### src/rtl/usb_pkg.sv
// Shared USB link-layer definitions: PIDs, PID type codes, CRC constants, TX states.
package usb_pkg;

  // 4-bit PID codes (the wire byte is {~pid, pid})
  localparam logic [3:0] PID_OUT   = 4'b0001;
  localparam logic [3:0] PID_IN    = 4'b1001;
  localparam logic [3:0] PID_SOF   = 4'b0101;
  localparam logic [3:0] PID_SETUP = 4'b1101;
  localparam logic [3:0] PID_DATA0 = 4'b0011;
  localparam logic [3:0] PID_DATA1 = 4'b1011;
  localparam logic [3:0] PID_ACK   = 4'b0010;
  localparam logic [3:0] PID_NAK   = 4'b1010;
  localparam logic [3:0] PID_STALL = 4'b1110;

  // PID type field, pid[1:0]
  localparam logic [1:0] PID_TYPE_TOKEN     = 2'b01;
  localparam logic [1:0] PID_TYPE_DATA      = 2'b11;
  localparam logic [1:0] PID_TYPE_HANDSHAKE = 2'b10;

  // CRC5: x^5+x^2+1, shifted MSB-side
  localparam logic [4:0]  CRC5_POLY       = 5'b00101;
  localparam logic [4:0]  CRC5_RESIDUE    = 5'b01100;
  // CRC16: x^16+x^15+x^2+1, normal and reflected forms
  localparam logic [15:0] CRC16_POLY      = 16'h8005;
  localparam logic [15:0] CRC16_POLY_REFL = 16'hA001;
  localparam logic [15:0] CRC16_RESIDUE   = 16'h800D;

  // State names describe which byte currently sits in the output register
  typedef enum logic [3:0] {
    StIdle,
    StTok0,
    StTok1,
    StTok2,
    StHs,
    StDpid,
    StData,
    StCrcl,
    StCrch
  } tx_state_e;

  function automatic logic [7:0] pid_byte(input logic [3:0] pid);
    return {~pid, pid};
  endfunction

endpackage

### src/rtl/usb_crc16_byte.sv
// Combinational CRC16 update for one byte, reflected polynomial, LSB first.
module usb_crc16_byte
  import usb_pkg::*;
(
  input  logic [15:0] crc_in,
  input  logic [7:0]  data,
  output logic [15:0] crc_out
);

  // Eight serial shift steps unrolled
  always_comb begin
    crc_out = crc_in;
    for (int i = 0; i < 8; i++) begin
      if (crc_out[0] ^ data[i]) begin
        crc_out = (crc_out >> 1) ^ CRC16_POLY_REFL;
      end else begin
        crc_out = crc_out >> 1;
      end
    end
  end

endmodule

### src/rtl/usb_pkt_tx.sv
// Link-layer packet transmitter: tokens, handshakes and data packets with CRC append.
module usb_pkt_tx
  import usb_pkg::*;
#(
  parameter logic [15:0] CRC16_INIT = 16'hFFFF,
  parameter logic [4:0]  CRC5_INIT  = 5'h1F
) (
  input  logic       clk,
  input  logic       rst_n,
  input  logic [3:0] tx_pid,
  input  logic [6:0] tx_addr,
  input  logic [3:0] tx_endp,
  input  logic       tx_valid,
  output logic       tx_ready,
  input  logic       tx_lt_sop,
  input  logic       tx_lt_eop,
  input  logic       tx_lt_valid,
  input  logic [7:0] tx_lt_data,
  output logic       tx_lt_ready,
  input  logic       tx_lt_cancle,
  output logic       tx_lp_sop,
  output logic       tx_lp_eop,
  output logic       tx_lp_valid,
  output logic [7:0] tx_lp_data,
  input  logic       tx_lp_ready,
  output logic       tx_lp_cancle
);

  tx_state_e   state_q, state_d;
  logic [6:0]  addr_q, addr_d;
  logic [3:0]  endp_q, endp_d;
  logic [15:0] crc16_q, crc16_d, crc16_nxt;
  logic        last_q, last_d;   // final payload byte is in the output register
  logic        zlp_q, zlp_d;     // PID byte carried eop
  logic        lp_sop_q, lp_sop_d, lp_eop_q, lp_eop_d, lp_valid_q, lp_valid_d;
  logic        lp_cancle_q, lp_cancle_d;
  logic [7:0]  lp_data_q, lp_data_d;
  logic [4:0]  crc5_acc, crc5;
  logic [10:0] tok_bits;
  logic        out_free, xfer, in_data_pkt;

  assign out_free    = !lp_valid_q || tx_lp_ready;
  assign xfer        = lp_valid_q && tx_lp_ready;
  assign in_data_pkt = (state_q == StDpid) || (state_q == StData) ||
                       (state_q == StCrcl) || (state_q == StCrch);
  assign tok_bits    = {endp_q, addr_q};

  assign tx_ready    = (state_q == StIdle);
  // rst_n gating keeps every output except tx_ready low while reset is held
  assign tx_lt_ready = rst_n && (((state_q == StIdle) && !tx_valid) ||
                                ((state_q == StData) && !last_q && out_free));

  assign tx_lp_sop    = lp_sop_q;
  assign tx_lp_eop    = lp_eop_q;
  assign tx_lp_valid  = lp_valid_q;
  assign tx_lp_data   = lp_data_q;
  assign tx_lp_cancle = lp_cancle_q;

  usb_crc16_byte u_crc16 (
    .crc_in  (crc16_q),
    .data    (tx_lt_data),
    .crc_out (crc16_nxt)
  );

  // CRC5 over {endp, addr} LSB first; complemented and bit-reversed into byte position
  always_comb begin
    crc5_acc = CRC5_INIT;
    for (int i = 0; i < 11; i++) begin
      if (crc5_acc[4] ^ tok_bits[i]) begin
        crc5_acc = {crc5_acc[3:0], 1'b0} ^ CRC5_POLY;
      end else begin
        crc5_acc = {crc5_acc[3:0], 1'b0};
      end
    end
    for (int i = 0; i < 5; i++) begin
      crc5[i] = ~crc5_acc[4-i];
    end
  end

  // Next-state and output-register load logic
  always_comb begin
    state_d     = state_q;
    addr_d      = addr_q;
    endp_d      = endp_q;
    crc16_d     = crc16_q;
    last_d      = last_q;
    zlp_d       = zlp_q;
    lp_sop_d    = lp_sop_q;
    lp_eop_d    = lp_eop_q;
    lp_valid_d  = lp_valid_q;
    lp_data_d   = lp_data_q;
    lp_cancle_d = 1'b0;

    unique case (state_q)
      StIdle: begin
        if (tx_valid) begin
          addr_d     = tx_addr;
          endp_d     = tx_endp;
          lp_data_d  = pid_byte(tx_pid);
          lp_valid_d = 1'b1;
          lp_sop_d   = 1'b1;
          if (tx_pid[1:0] == PID_TYPE_TOKEN) begin
            lp_eop_d = 1'b0;
            state_d  = StTok0;
          end else begin
            lp_eop_d = 1'b1;
            state_d  = StHs;
          end
        end else if (tx_lt_valid && tx_lt_sop) begin
          lp_data_d  = tx_lt_data;
          lp_valid_d = 1'b1;
          lp_sop_d   = 1'b1;
          lp_eop_d   = 1'b0;
          zlp_d      = tx_lt_eop;
          last_d     = 1'b0;
          crc16_d    = CRC16_INIT;
          state_d    = StDpid;
        end
      end
      StTok0: begin
        if (xfer) begin
          lp_data_d = {endp_q[0], addr_q};
          lp_sop_d  = 1'b0;
          state_d   = StTok1;
        end
      end
      StTok1: begin
        if (xfer) begin
          lp_data_d = {crc5, endp_q[3:1]};
          lp_eop_d  = 1'b1;
          state_d   = StTok2;
        end
      end
      StTok2, StHs, StCrch: begin
        if (xfer) begin
          lp_valid_d = 1'b0;
          lp_sop_d   = 1'b0;
          lp_eop_d   = 1'b0;
          state_d    = StIdle;
        end
      end
      StDpid: begin
        if (xfer) begin
          lp_sop_d = 1'b0;
          if (zlp_q) begin
            lp_data_d = ~crc16_q[7:0];
            state_d   = StCrcl;
          end else begin
            lp_valid_d = 1'b0;
            state_d    = StData;
          end
        end
      end
      StData: begin
        if (tx_lt_valid && tx_lt_ready) begin
          lp_data_d  = tx_lt_data;
          lp_valid_d = 1'b1;
          lp_sop_d   = 1'b0;
          lp_eop_d   = 1'b0;
          crc16_d    = crc16_nxt;
          last_d     = tx_lt_eop;
        end else if (last_q && xfer) begin
          lp_data_d = ~crc16_q[7:0];
          state_d   = StCrcl;
        end else if (xfer) begin
          lp_valid_d = 1'b0;
        end
      end
      StCrcl: begin
        if (xfer) begin
          lp_data_d = ~crc16_q[15:8];
          lp_eop_d  = 1'b1;
          state_d   = StCrch;
        end
      end
      default: state_d = StIdle;
    endcase

    // Abort wins over any byte movement in the data path
    if (tx_lt_cancle && in_data_pkt) begin
      lp_valid_d  = 1'b0;
      lp_sop_d    = 1'b0;
      lp_eop_d    = 1'b0;
      lp_cancle_d = 1'b1;
      crc16_d     = CRC16_INIT;
      last_d      = 1'b0;
      zlp_d       = 1'b0;
      state_d     = StIdle;
    end
  end

  // State and registered outputs
  always_ff @(posedge clk or negedge rst_n) begin
    if (!rst_n) begin
      state_q     <= StIdle;
      addr_q      <= '0;
      endp_q      <= '0;
      crc16_q     <= CRC16_INIT;
      last_q      <= 1'b0;
      zlp_q       <= 1'b0;
      lp_sop_q    <= 1'b0;
      lp_eop_q    <= 1'b0;
      lp_valid_q  <= 1'b0;
      lp_data_q   <= '0;
      lp_cancle_q <= 1'b0;
    end else begin
      state_q     <= state_d;
      addr_q      <= addr_d;
      endp_q      <= endp_d;
      crc16_q     <= crc16_d;
      last_q      <= last_d;
      zlp_q       <= zlp_d;
      lp_sop_q    <= lp_sop_d;
      lp_eop_q    <= lp_eop_d;
      lp_valid_q  <= lp_valid_d;
      lp_data_q   <= lp_data_d;
      lp_cancle_q <= lp_cancle_d;
    end
  end

endmodule

### config.mk
export PLATFORM = sky130hd
export DESIGN_NAME = usb_pkt_tx
export DESIGN_NICKNAME = d
export VERILOG_FILES = /design/src/rtl/usb_pkg.sv /design/src/rtl/usb_crc16_byte.sv /design/src/rtl/usb_pkt_tx.sv
export SDC_FILE = /design/constraint.sdc
export NUM_CORES = 1
export LEC_CHECK = 0
export ABC_AREA = 1
export BUFFER_PORTS_ARGS = -buffer_cell sky130_fd_sc_hd__buf_2
export CAP_MARGIN = 20
export CORE_UTILIZATION = 52
export CTS_BUF_LIST = sky130_fd_sc_hd__clkbuf_16
export DETAILED_ROUTE_END_ITERATION = 7
export PLACE_DENSITY = 0.81
export SLEW_MARGIN = 20
export SYNTH_ARGS = -nofsm -noshare
export SYNTH_HDL_FRONTEND = slang
export SYNTH_SLANG_ARGS = --single-unit
### constraint.sdc
create_clock -name clk -period 1.88 [get_ports clk]
set_input_delay 0.376 -clock clk [delete_from_list [all_inputs] [get_ports clk]]
set_output_delay 0.376 -clock clk [all_outputs]
set_load 0.01 [all_outputs]
==> flow_metrics.env <==
export IMPL_routed_via_count=4097
export IMPL_netlist_instances=403
export IMPL_crit_type="reg -> reg"
export IMPL_cts_root_buffer="clkbuf_16"
export IMPL_fmax_mhz=417.7
export IMPL_start_util=0.5370
export IMPL_wl_met3_um=2199
export IMPL_final_cell_mix="buf_4 (68), nand2_1 (45), buf_2 (44)"
export IMPL_cts_tree="built"
export IMPL_cts_num_sinks=45
export IMPL_run_status="finished with violations"
export IMPL_min_path_type="in -> async"
export IMPL_cp_top_family="simple AND/OR/NAND/NOR gates"
export IMPL_cp_slowest_cell="dfrtp_2"
export IMPL_wl_per_cell_um=24.48
export IMPL_die_height_um=80.19
export IMPL_place_congestion=0.9085
export IMPL_synth_edff_count=0
export IMPL_synth_ff_latch_count=45
export IMPL_rsz0062_at_grt="yes"
export IMPL_p_total_uw=9107
export IMPL_drtPass1Iterations=8
export IMPL_violations="setup timing"
export IMPL_die_area_sq_um=6430
export IMPL_grt_overflow=0
export IMPL_highest_layer="met4"
export IMPL_synth_net_count=434
export IMPL_num_rows=28
export IMPL_grtUsageTotal=0.3365
export IMPL_die_x_um=80.19
export IMPL_portBuffers=44
export IMPL_clk_pin_slew_worst_paths_ps=70
export IMPL_crit_required_ps=2120
export IMPL_synth_distinct_cells=43
export IMPL_critPathLaunchType="flip-flop"
export IMPL_irDropWorstVdd_uv=1326
export IMPL_max_slew_margin_rel=0.5801
export IMPL_clockBufferDepth=2
export IMPL_wl_met1_um=4935
export IMPL_reg2reg_slack_ps=-510
export IMPL_slowest_delay_ps=440
export IMPL_grt_pass1_wl_um=16280
export IMPL_n_fill_cell=297
export IMPL_dpl_hpwl_um=6968
export IMPL_syn_cell_area_sq_um=3179
export IMPL_htree_levels=2
export IMPL_first_global_vias=3400
export IMPL_cts_made_buffers=5
export IMPL_coreArea_sq_um=5921
export IMPL_layout_setup_ws_ps=-514.1
export IMPL_power_density_nw_per_um2=1838
export IMPL_hold_violations=0
export IMPL_avgSynthCellArea_sq_um=7.889
export IMPL_cp_max_fo=6
export IMPL_timing_final_crit_share=1.273
export IMPL_drtAntennaViolNets=0
export IMPL_drive_above_1_share=0.5869
export IMPL_cp_end_kind="flip-flop"
export IMPL_synthArstFlopShare=1.000
export IMPL_final_common_cell="buf_4"
export IMPL_finalSetupViolations=33
export IMPL_hold_buffers=0
export IMPL_drt_iter0_markers=605
export IMPL_finalSetupTns_ps=-8034
export IMPL_ys_flop_type="dfrtp_1"
export IMPL_crit_chain="inv_2, nor2_4, inv_4, nor2_8, nand3_4, nand2_4, nand3_4, nor2_8, inv_4, buf_6, o2111ai_2, nand3_1, nand2_1"
export IMPL_ys_seq_area_frac=0.3605
export IMPL_arrival_ps=2630
export IMPL_clock_latency_ps=300
export IMPL_worst_path_buf_inv=4
export IMPL_drt_wl_total_um=14930
export IMPL_syn_to_final_growth_pct=55.84
export IMPL_reg2reg_from="state_q[2]"
export IMPL_avgViaCountPerCell=6.716
export IMPL_r2r_cells=13
export IMPL_num_io_pins=45
export IMPL_min_period_ps=2394
export IMPL_r2r_end="tx_lp_data[1]"
export IMPL_antenna_found_initial=0
export IMPL_grt_start_max_net_pins=46
export IMPL_ys_warn_count=0
export IMPL_wl_met2_um=6473
export IMPL_skew_ps=10.07
export IMPL_layout_nets=565
export IMPL_worst_pin_slew_ps=625.3
export IMPL_drv_slew=0
export IMPL_p_leak_uw=0.002328
export IMPL_antenna_cells=0
export IMPL_drcViolationCount=0
export IMPL_maxCapViolCount=0
==> state kept, by name (all words and copies together) (netlist names) <==
| signal | flops |
|---|---|
| addr_q | 7 |
| crc16_q | 16 |
| endp_q | 4 |
| last_q | 1 |
| state_q | 4 |
| tx_lp_cancle | 1 |
| tx_lp_data | 8 |
| tx_lp_eop | 1 |
| tx_lp_sop | 1 |
| tx_lp_valid | 1 |
| zlp_q | 1 |
==> area by class of cell <==
class	count	area, sq um	area share
well taps	75	93.84	0.01894
flip-flops and latches	45	1150	0.2321
clock inverters	3	28.78	0.005808
multi-input cells	295	2349	0.4740
inverters	58	252.7	0.05101
repair inverters	1	5.005	0.001010
repair buffers	128	950.9	0.1919
clock buffers	5	125.1	0.02525
==> how the worst max path moves through the flow <==
| stage | start | endpoint | slack, ps | cells past startpoint |
|---|---|---|---|---|
| after detailed placement | tx_lt_data[0] | crc16_q[13] | -260 | 19 |
| after floorplan | crc16_q[1] | crc16_q[0] | 10 | 18 |
| after CTS | crc16_q[0] | crc16_q[13] | -90 | 18 |
| after global placement | crc16_q[0] | crc16_q[0] | -60 | 17 |
| final | state_q[2] | tx_lp_data[1] | -510 | 13 |
| after global routing | state_q[2] | tx_lp_data[1] | -580 | 15 |
==> layer usage <==
layer / vias up / track usage
li1: 1593 / -
met1: 1891 / 0.4102
met2: 453 / 0.5521
met3: 160 / 0.06364
met4: 0 / 0.1946
met5: - / 0
==> repair_timing <==
item,4_1_cts,5_1_grt
setup endpoints to repair,23,33
buffers inserted,13,18
cloned,0,2
resized for setup,75,97
pin swaps,27,45
==> power breakdown <==
part           switching (uW)  leakage (uW)  internal [uW]
Combinational            3920       0.00174           2610
Sequential                313      0.000515           1310
Clock                     439     0.0000767            513
==> kinds of logic (layout without fill, tap and decap cells) <==
logic type,count (synthesis),in the layout,share of synthesized area
muxes,10,10,0.03542
xor gates and xnor gates,25,25,0.07123
and+or+nand+nor,179,179,0.2885
buffers and inverters,63,195,0.08383
AOI/OAI and AO/OA,81,81,0.1606
DFF,45,45,0.3605
==> metrics by stage <==
| step | utilization | instances | instance area (sq um) | hold slack, ps | setup slack [ps] |
|---|---|---|---|---|---|
| global placement | 0.6583 | 570 | 3897 | 459.0 | -59.87 |
| floorplan | - | 403 | 3189 | 80.41 | 9.905 |
| detailed placement | 0.6583 | 570 | 3897 | 472.2 | -259.4 |
| CTS | 0.7487 | 591 | 4433 | 302.5 | -87.81 |
| finish | 0.8369 | 610 | 4955 | 274.8 | -514.1 |
| global route | 0.8369 | 610 | 4955 | 307.6 | -578.3 |
==> synth_stat cells, types with 3 or more instances <==
library cell | n | area share
nor2_8 | 3 | 0.019
nor2_1 | 34 | 0.040
o22ai_1 | 5 | 0.0098
inv_1 | 45 | 0.053
a31oi_1 | 4 | 0.0079
mux2_2 | 10 | 0.035
a21oi_1 | 19 | 0.030
dfrtp_1 | 29 | 0.23
a21oi_2 | 4 | 0.011
nand2_1 | 79 | 0.093
o2111ai_1 | 4 | 0.011
a221oi_1 | 3 | 0.0083
o21ai_0 | 23 | 0.036
dfstp_2 | 16 | 0.13
inv_2 | 11 | 0.013
nand3_1 | 32 | 0.050
buf_6 | 3 | 0.011
nor2_4 | 5 | 0.018
o211ai_1 | 5 | 0.012
a22oi_1 | 3 | 0.0071
nand3_2 | 5 | 0.016
xnor2_1 | 16 | 0.044
nor2_2 | 6 | 0.012
xor2_1 | 8 | 0.022
nand2_2 | 8 | 0.016
o21ai_1 | 3 | 0.0047
Power figures use the tool's default switching activity.
